## config.mk

```make
export PLATFORM = sky130hd
export DESIGN_NAME = fic_ccc_lock_reset_gen
export DESIGN_NICKNAME = d
export VERILOG_FILES = /design/src/rtl/fic_ccc_lock_reset_gen.sv
export SDC_FILE = /design/constraint.sdc
export NUM_CORES = 1
export LEC_CHECK = 0
export CORE_ASPECT_RATIO = 1.2
export CORE_UTILIZATION = 35
export CTS_CLUSTER_SIZE = 12
export DETAILED_ROUTE_END_ITERATION = 12
export HOLD_SLACK_MARGIN = 0.05
export SYNTH_ARGS = -nofsm -noshare
export SYNTH_HDL_FRONTEND = slang
export SYNTH_SLANG_ARGS = --single-unit
```

## constraint.sdc

```tcl
create_clock -name GL1 -period 2.1 [get_ports GL1]
set_clock_uncertainty 0.15 [all_clocks]
set_input_delay 0.21 -clock GL1 [delete_from_list [all_inputs] [get_ports GL1]]
set_output_delay 0.21 -clock GL1 [all_outputs]
set_load 0.01 [all_outputs]
```

## src/rtl/fic_ccc_lock_reset_gen.sv

```systemverilog
// Fabric reset generator. It synchronises the FCCC PLL lock into GL1 and
// holds the lock for a qualification window before it releases FAB_RESET_N.
// It re-asserts the reset for a minimum pulse when lock is lost or a soft
// reset is requested, and it counts lock-loss events seen while running.
module fic_ccc_lock_reset_gen #(
    parameter int unsigned SYNC_STAGES        = 2,
    parameter int unsigned LOCK_STABLE_CYCLES = 1024,
    parameter int unsigned MIN_RST_CYCLES     = 16,
    parameter int unsigned LOSS_CNT_W         = 8
) (
    input  logic                  GL1,
    input  logic                  RESET_N,
    input  logic                  LOCK,
    input  logic                  SOFT_RST_REQ,
    output logic                  FAB_RESET_N,
    output logic                  LOCK_SYNC,
    output logic [1:0]            STATE,
    output logic [LOSS_CNT_W-1:0] LOCK_LOST_CNT
);

    localparam int unsigned QUAL_W = (LOCK_STABLE_CYCLES > 1) ? $clog2(LOCK_STABLE_CYCLES) : 1;
    localparam int unsigned HOLD_W = (MIN_RST_CYCLES > 1) ? $clog2(MIN_RST_CYCLES) : 1;

    localparam logic [QUAL_W-1:0] QUAL_LAST = QUAL_W'(LOCK_STABLE_CYCLES - 1);
    localparam logic [HOLD_W-1:0] HOLD_LAST = HOLD_W'(MIN_RST_CYCLES - 1);

    typedef enum logic [1:0] {
        ST_WAIT = 2'd0,
        ST_QUAL = 2'd1,
        ST_RUN  = 2'd2,
        ST_HOLD = 2'd3
    } state_t;

    state_t                  state, state_next;
    logic [SYNC_STAGES-1:0]  sync_ff;
    logic                    lock_s;
    logic [QUAL_W-1:0]       qual_cnt, qual_next;
    logic [HOLD_W-1:0]       hold_cnt, hold_next;
    logic [LOSS_CNT_W-1:0]   loss_cnt, loss_next;
    logic                    fab_rst_n;

    assign lock_s        = sync_ff[SYNC_STAGES-1];
    assign LOCK_SYNC     = lock_s;
    assign STATE         = state;
    assign FAB_RESET_N   = fab_rst_n;
    assign LOCK_LOST_CNT = loss_cnt;

    // The LOCK synchroniser shift register runs from the asynchronous PLL lock into GL1.
    always_ff @(posedge GL1) begin
        if (!RESET_N) begin
            sync_ff <= '0;
        end else begin
            sync_ff <= {sync_ff[SYNC_STAGES-2:0], LOCK};
        end
    end

    // This block computes the next state, the qualification and hold counters, and the loss counter.
    always_comb begin
        state_next = state;
        qual_next  = qual_cnt;
        hold_next  = hold_cnt;
        loss_next  = loss_cnt;
        unique case (state)
            ST_WAIT: begin
                if (lock_s && !SOFT_RST_REQ) begin
                    state_next = ST_QUAL;
                    qual_next  = '0;
                end
            end
            ST_QUAL: begin
                if (!lock_s || SOFT_RST_REQ) begin
                    state_next = ST_WAIT;
                end else if (qual_cnt == QUAL_LAST) begin
                    state_next = ST_RUN;
                end else begin
                    qual_next = qual_cnt + QUAL_W'(1);
                end
            end
            ST_RUN: begin
                if (!lock_s || SOFT_RST_REQ) begin
                    state_next = ST_HOLD;
                    hold_next  = '0;
                    if (!lock_s && (loss_cnt != '1)) begin
                        loss_next = loss_cnt + LOSS_CNT_W'(1);
                    end
                end
            end
            ST_HOLD: begin
                if (SOFT_RST_REQ) begin
                    hold_next = '0;
                end else if (hold_cnt == HOLD_LAST) begin
                    state_next = ST_WAIT;
                end else begin
                    hold_next = hold_cnt + HOLD_W'(1);
                end
            end
            default: state_next = ST_WAIT;
        endcase
    end

    // This block holds the state, the counters, and the registered fabric reset.
    // FAB_RESET_N is loaded from the next state, so it tracks STATE==RUN on the same edge.
    always_ff @(posedge GL1) begin
        if (!RESET_N) begin
            state     <= ST_WAIT;
            qual_cnt  <= '0;
            hold_cnt  <= '0;
            loss_cnt  <= '0;
            fab_rst_n <= 1'b0;
        end else begin
            state     <= state_next;
            qual_cnt  <= qual_next;
            hold_cnt  <= hold_next;
            loss_cnt  <= loss_next;
            fab_rst_n <= (state_next == ST_RUN);
        end
    end

endmodule

```

Word-level counts from Yosys, hierarchy flattened
Index checks and enable logic that the tools add are counted.
Widths: inputs -> output; s select.
{ "word_totals": {"ff_bits": 27, "elab_cells": 47} }
{ "op_classes": {"addsub": 3, "n_eq_ne": 12, "n_mux": 15, "n_reduce_logical": 11} }
{ "op_table": {"columns": ["operator", "n"], "rows": [
  ["$mux 10", 3],
  ["$pmux 10 s2", 1],
  ["$mux 2", 6],
  ["$mux 4", 3],
  ["$add 10x1->10 const B", 1],
  ["$eq 10x10->1 const B", 1],
  ["$add 8x1->8 const B", 1],
  ["$ne 2x2->1 const B", 4],
  ["$ne 8x8->1 const B", 1],
  ["$pmux 2 s4", 1],
  ["$pmux 4 s2", 1],
  ["$eq 2x2->1 const B", 3],
  ["$reduce_and 3->1", 2],
  ["$add 4x1->4 const B", 1],
  ["$eq 4x4->1 const B", 1],
  ["$reduce_and 4->1", 1],
  ["$reduce_bool 2->1", 2],
  ["$ne 3x3->1 const B", 1],
  ["$eq 2x1->1 const B", 1],
  ["$logic_and 1x1->1", 2],
  ["$logic_not 1->1", 2],
  ["$logic_not 2->1", 1],
  ["$logic_or 1x1->1", 1]
]} }

Logic depth before layout (Yosys ltp)
{ "depth": {"depth_word": 5, "depth_mapped": 5} }

Worst setup path before layout
No wires, ideal clock.
{ "synth_path": {"path_type": "flip-flop to flip-flop", "from": "register sync_ff[1]", "to": "register qual_cnt[8]", "setup_time_ns": 0.131, "arrival_ns": 1.447, "required_time_ns": 1.819, "path_slack_ns": 0.372, "path_stages_with_launch": 6, "path_buffers": 1, "synth_period_minus_slack_ns": 1.728, "cell_sequence": "dfxtp_1 -> or3b_1 -> buf_2 -> nor4_2 -> xnor2_1 -> nor2_1"} }
{ "synth_via": {"elab_chain_len": 4} }
{ "synth_rtl": {"columns": ["element", "line_no", "text"], "rows": [
  ["start: declaration", "35", "logic [SYNC_STAGES-1:0] sync_ff;"],
  ["start signal: assignment", "53", "sync_ff <= {sync_ff[SYNC_STAGES-2:0], LOCK};"],
  ["$logic_not 1->1", "71", "if (!lock_s || SOFT_RST_REQ) begin"],
  ["$logic_or 1x1->1", "71", null],
  ["$ne 2x2->1 (no source line)", null, null],
  ["$reduce_and 4->1 (no source line) (*)", null, null],
  ["end signal: assignment", "112", "qual_cnt <= qual_next;"],
  ["end: declaration", "37", "logic [QUAL_W-1:0] qual_cnt, qual_next;"]
]} }
Every way passes the cells marked *; elsewhere a longest branch is shown, timed or not.
A chain may end at the register's enable or synchronous reset.

Final worst setup path
{ "layout_path": {"from": "register state[0] (netlist: STATE[0])", "to": "register qual_cnt[9]"} }
{ "layout_via": {"elab_chain_len": 3} }
{ "layout_rtl": {"columns": ["element", "line_no", "text"], "rows": [
  ["start: declaration", "34", "state_t state, state_next;"],
  ["start signal: assignment", "111", "state <= state_next;"],
  ["$eq 2x1->1 / $logic_not 2->1 (equally long branches)", "63", "unique case (state)"],
  ["$ne 2x2->1 (no source line) / $reduce_bool 2->1 (equally long branches)", null, null],
  ["$reduce_and 4->1 (no source line)", null, null]
]} }
Parallel ways exist; a longest one is shown, timed or not.

==> results.toml <==
[clocking]
clock_input_transition_at_the_sequential_cells_of_the_worst_setup_and_hold_paths_ns = 0.10
post_cts_hold_buffer_count = 0
cts_tree = "done"
cts_num_sinks = 27
cts_inserted_buffers = 3
cts_htree_levels = 1
cts.root.buffer_cell = "sky130_fd_sc_hd__clkbuf_8"
clk-insertion-delay-late_ns = 0.28
post_cts.resized_instances = 0
post-cts-setup-buffers = 0
cts_max_path_buffers = 2

[job]
drv_cap = 0

[final_layout]
final_area_um2 = 1700
final.fill_count = 381
stdcell_count = 234
layout-area-overhead-vs-synth_pct = 21.7
antenna-diode-count = 0
layout.nets = 190
final_layout_size_suffix_gt1_share_pct = 12.6

[die]
fp-row-count = 24
io_pins = 16
initial_core_util_pct = 37.4
die_height_um = 71.1
die_area_um2 = 4240
chipWidth_um = 59.6
fp.coreArea_um2 = 3720

[placement]
place.detailed.hpwl_mm = 2.29
detailed_place.area_um2 = 1650
count_of_buffers_from_port_buffering = 15
place_worst_setup_slack_ns = 0.0537
gpl.final_weighted_congestion = 0.867
total_instance_count_after_detailed_placement = 230

[logic_synthesis]
synthDistinctLibCells = 48
yosys.cell_count.top_type = "sky130_fd_sc_hd__dfxtp_1"
ys_seq_elements = 27
yosysTopAreaCell = "sky130_fd_sc_hd__dfxtp_1"
synthesis.nets = 167
synth_enable_flop_cells = 0
post_synth_inst_count = 160
ys_seq_area_share_pct = 38.8
async_flop_share_pct = 0
synth_commonest_cells = "sky130_fd_sc_hd__dfxtp_1, sky130_fd_sc_hd__nor2_1, sky130_fd_sc_hd__a21oi_1, sky130_fd_sc_hd__nand2_1, sky130_fd_sc_hd__nand3_1"
yosys_most_used_dff = "sky130_fd_sc_hd__dfxtp_1"
synth_area_per_cell_um2 = 8.71
post_synth_instance_area_um2 = 1390
yosysWarningCount = 0
synth_area_leaders = "sky130_fd_sc_hd__dfxtp_1, sky130_fd_sc_hd__a21oi_1, sky130_fd_sc_hd__nand3_1, sky130_fd_sc_hd__nor2_1, sky130_fd_sc_hd__nand2_1"
synth_top_area_share_pct = 38.8

[setup_path]
required_ns = 2.17
timing.critical_path.slowest_cell_delay_ns = 0.45
critPathSlowestCell = "sky130_fd_sc_hd__dfxtp_1"
crit_path_cell_trace = "and3_1 > a31o_2 > or4_1 > a21oi_1"
critPathCaptureType = "flip-flop"
timing.critical_path.arrival_ns = 1.93
reg2reg_depth = 4
critical_path.max_fanout = 12
timing.critical_path.from_type = "flip-flop"
timing.setup.critical_path_class = "flip-flop to flip-flop"

[sta]
max_freq_ghz = 0.536
timing.final.ws_setup_ns = 0.233
setup_viol_count_final = 0
finalWorstPathRequiredPeriod_ns = 1.87
max_slew.worst_pin.slew_ns = 0.455
timing.final.crit_share_pct = 88.9
setup_total_negative_slack_ns = 0
drv_slew = 0
worst_hold_slack_ns = 0.297
max_transition_margin_pct = 69.4
setup_repair_after_global_routing_missed_its_margin = "false"
final_hold_viol_count = 0

[power_and_ir_drop]
cell_leakage_power_uw = 0.000565
share_clk_of_total_power_pct = 35.5
seq_power_share_pct = 59.7
comb_power_share_pct = 4.8
peakVddDrop_mv = 0.425
internal_power_uw = 668
switchingPower_uw = 197
switching_share_pct = 22.8
power.density_cell_area_nw_per_um2 = 510

[drt]
finalWirelength_mm = 3.13
drt-pass1-iter-count = 4
wire_per_inst_um = 13.4
vias = 1254
drt_iter0_drc = 62
remaining_drc_errors = 0
vias_per_cell = 5.36
routed_antenna_nets = 0

[outcome]
status = "finished clean"

[global_route]
grt_pass1_vias = 1197
wire_length_of_the_first_global_routing_pass_mm = 5.35
grt_max_degree = 17
grt.total_usage_pct = 16.2
antenna_violations_before_repair = 0
global_route.overflow_total = 0

[hold_path]
hold_depth = 1
timing.hold.worst.class = "flip-flop to flip-flop"
critical path: cells and delay by family (launching register included):
family,cells,cell delay (ns)
flops,1,0.45
compound gates,2,0.44
simple gates,2,0.76
power by group through the flow:
stage          sequential [uW]  combinational [uW]  clock, uW
6_report                   517                41.4        307
2_1_floorplan              528                20.0          0
5_1_grt                    518                44.6        343
3_3_place_gp               529                40.9          0
4_1_cts                    517                41.9        323
3_5_place_dp               529                41.7          0
routing by layer:
metal / share of wire [%] / global-route usage, % / vias up
li1: - / - / 633
met2: 49 / 28.2 / 27
met5: 0 / 0 / -
met3: 3.2 / 2.56 / 4
met1: 46 / 19.9 / 590
met4: 1.3 / 5.43 / 0
flip-flops by register name (all words and copies together), names as in the netlist:
name,flops
hold_cnt,4
qual_cnt,10
LOCK_LOST_CNT,8
FAB_RESET_N,1
STATE,2
sync_ff,2
worst paths after layout:
| check | from | to | slack, ns |
|---|---|---|---|
| setup / recovery | STATE[0] | qual_cnt[9] | 0.23 |
| hold / removal | sync_ff[0] | sync_ff[1] | 0.30 |
| setup reg to reg | STATE[0] | qual_cnt[9] | 0.23 |
| hold reg to reg | sync_ff[0] | sync_ff[1] | 0.30 |
placed cells by master, fill, tap and decap left out, drive strengths merged, types with 3 or more instances in the layout:
master | Yosys | routed
dfxtp | 27 | 27
clkdlybuf4s50 | 0 | 15
nor2 | 14 | 14
nand3 | 13 | 13
a21oi | 12 | 12
nand2 | 12 | 12
o21ai | 9 | 9
buf | 2 | 8
nor3 | 5 | 5
and3 | 4 | 4
nand4 | 4 | 4
and2 | 4 | 4
o31ai | 3 | 3
inv | 3 | 3
nand2b | 3 | 3
xnor2 | 3 | 3
mux2i | 3 | 3
ha | 3 | 3
clkbuf | 3 | 3
stage by stage:
stage	total power (uW)	util, %
after floorplan	548	-
after global placement	570	44.3
after detailed placement	571	44.3
after CTS	882	45.6
after global routing	905	45.6
final	866	45.6
logic make-up after synthesis:
group	share of synthesized area, %
xor+xnor	3.14
flops	38.8
compound gates	18.5
buf+inv	2.33
fa+ha+maj	2.69
mux	2.15
simple gates	32.4
cell type report:
| cell class | count | area, um^2 | area share (%) |
|---|---|---|---|
| Timing Repair Buffer | 23 | 210 | 12.4 |
| Tap cell | 52 | 65.1 | 3.83 |
| Inverter | 3 | 11.3 | 0.664 |
| Multi-Input combinational cell | 125 | 821 | 48.4 |
| Sequential cell | 27 | 541 | 31.9 |
| Clock buffer | 3 | 41.3 | 2.43 |
| Clock inverter | 1 | 7.51 | 0.442 |
Note: power is estimated with default switching activity, not from simulation.
==> RTL edit (same flow settings) <==
Add an input register stage for `LOCK`, cleared by the reset; this delays it by one clock.
--- a/src/rtl/fic_ccc_lock_reset_gen.sv
+++ b/src/rtl/fic_ccc_lock_reset_gen.sv
@@ -31,6 +31,16 @@
         ST_HOLD = 2'd3
     } state_t;
 
+    logic LOCK_q;
+
+    always_ff @(posedge GL1) begin
+        if (!RESET_N) begin
+            LOCK_q <= '0;
+        end else begin
+            LOCK_q <= LOCK;
+        end
+    end
+
     state_t                  state, state_next;
     logic [SYNC_STAGES-1:0]  sync_ff;
     logic                    lock_s;
@@ -50,7 +60,7 @@
         if (!RESET_N) begin
             sync_ff <= '0;
         end else begin
-            sync_ff <= {sync_ff[SYNC_STAGES-2:0], LOCK};
+            sync_ff <= {sync_ff[SYNC_STAGES-2:0], LOCK_q};
         end
     end
 
Formal check against the unedited RTL: not equivalent (Yosys sat finds a counterexample within 4 cycles, from zero or initial values and one cycle with RESET_N low).
==> RTL edit against the original RTL <==
- routed wire length fell by 7.0%
- hold slack got worse by 0.0098 ns
- first-iteration DRC count decreased by 34%
- area after synthesis fell by 4.9%
- setup slack got worse by 0.099 ns
- sequential power is 3% higher
- cell count decreased by 1.7%
- critical path type unchanged
- highest routed layer unchanged
- count of clock-buffer cells in the layout unchanged
- final area fell by 3.2%
- power decreased by 1.2%
- critical path depth increased by 1
- sequential cell count rose by 1
- largest power group unchanged
==> RTL edit: results (changes against the original RTL) <==
status finished, final reports clean; r2r setup slk 0.13 ns (-0.10 ns); share of layout cells above drive strength 1 10.1% (-2.5 points); switching part of the total 20.5% (-2.3 points); Signal buffers 28 (+22%); Worst Reg2Reg Path Length in Cells 5 (+1); xor-xnor portion of the synthesized cell area 1.98% (-1.2 points); Nets 187 (-1.6%); post-synthesis adder-cell area fraction 2.83% (+0.14 points); worst reg2reg path endpoint qual_cnt[6]; via count 1223 (-2.5%); Yosys reg bits 28 (+3.7%); initial DRC count 41 (-34%); count of different cell masters after synthesis 37 (-23%); grt met3 use 2.43% (-0.13 points); GPL Wtd Cong 0.790 (-8.9%); WL final 2910 um (-7.0%); RR Startpoint qual_cnt[0]; Final non-clock buffer share 15.1% (+2.7 points); post-synth top area share 42.3% (+3.5 points); multi-input logic area 727 um2 (-11%); fraction of area in multi-input gates 44.3% (-4.1 points); ClkCell Share 2.52% (-0.36 points); #MultiIn Comb 119 (-4.8%); placed cell areas 0.00160 mm2 (-2.9%); synth cell count leaders dfxtp_1 (28), nand3_1 (17), o21ai_0 (14); Max stage delay on crit path 0.43 ns (-0.02 ns); Tot GR Track Use 15.3% (-0.87 points); register area 561 um2 (+3.7%); Synth Area in Compound Gates 15.6% (-2.9 points); Inst Count DP 227 (-1.3%); P_clk 0.000287 W (-6.5%); sequential power 0.000534 W (+3%); sequential area share after synthesis 42.3% (+3.5 points); arrival time at the worst endpoint 2.02 ns (+0.09 ns); Synthesized Nets 160 (-4.2%); relative slew slack 76.0% (+6.6 points); dpl ws -0.0459 ns (-0.0996 ns); Peak VDD IR 319 uV (-25%); leakage power total 0.560 nW (-0.90%); first-pass GRT wire length 4910 um (-8.3%); P_sw 0.000176 W (-11%); DR vias/cell 5.32 (-0.78%)
## RTL edit: cell types whose count changed after synthesis, sizes merged, moves of 3 or more
cell	unedited run	this run
a21boi	0	3
a21oi	12	9
and2	4	7
inv	3	0
nand3	13	17
nor2	14	6
nor3	5	2
o21ai	9	15
or3	1	5
## RTL edit: layer usage
| layer | share of wire (%) | vias up |
|---|---|---|
| li1 | - | 622 |
| met1 | 47 | 575 |
| met2 | 49 | 24 |
| met3 | 2.9 | 2 |
| met4 | 0.41 | 0 |
| met5 | 0 | - |
## RTL edit: worst max path at each step
stage,end,depth (start not counted),slack (ns),start
final,qual_cnt[6],5,0.13,qual_cnt[0]
after global routing,qual_cnt[6],5,0.06,qual_cnt[0]
after global placement,qual_cnt[6],5,-0.005,SOFT_RST_REQ
after floorplan,qual_cnt[6],6,0.16,STATE[1]
after detailed placement,qual_cnt[6],5,-0.05,SOFT_RST_REQ
after CTS,qual_cnt[6],5,0.14,qual_cnt[0]
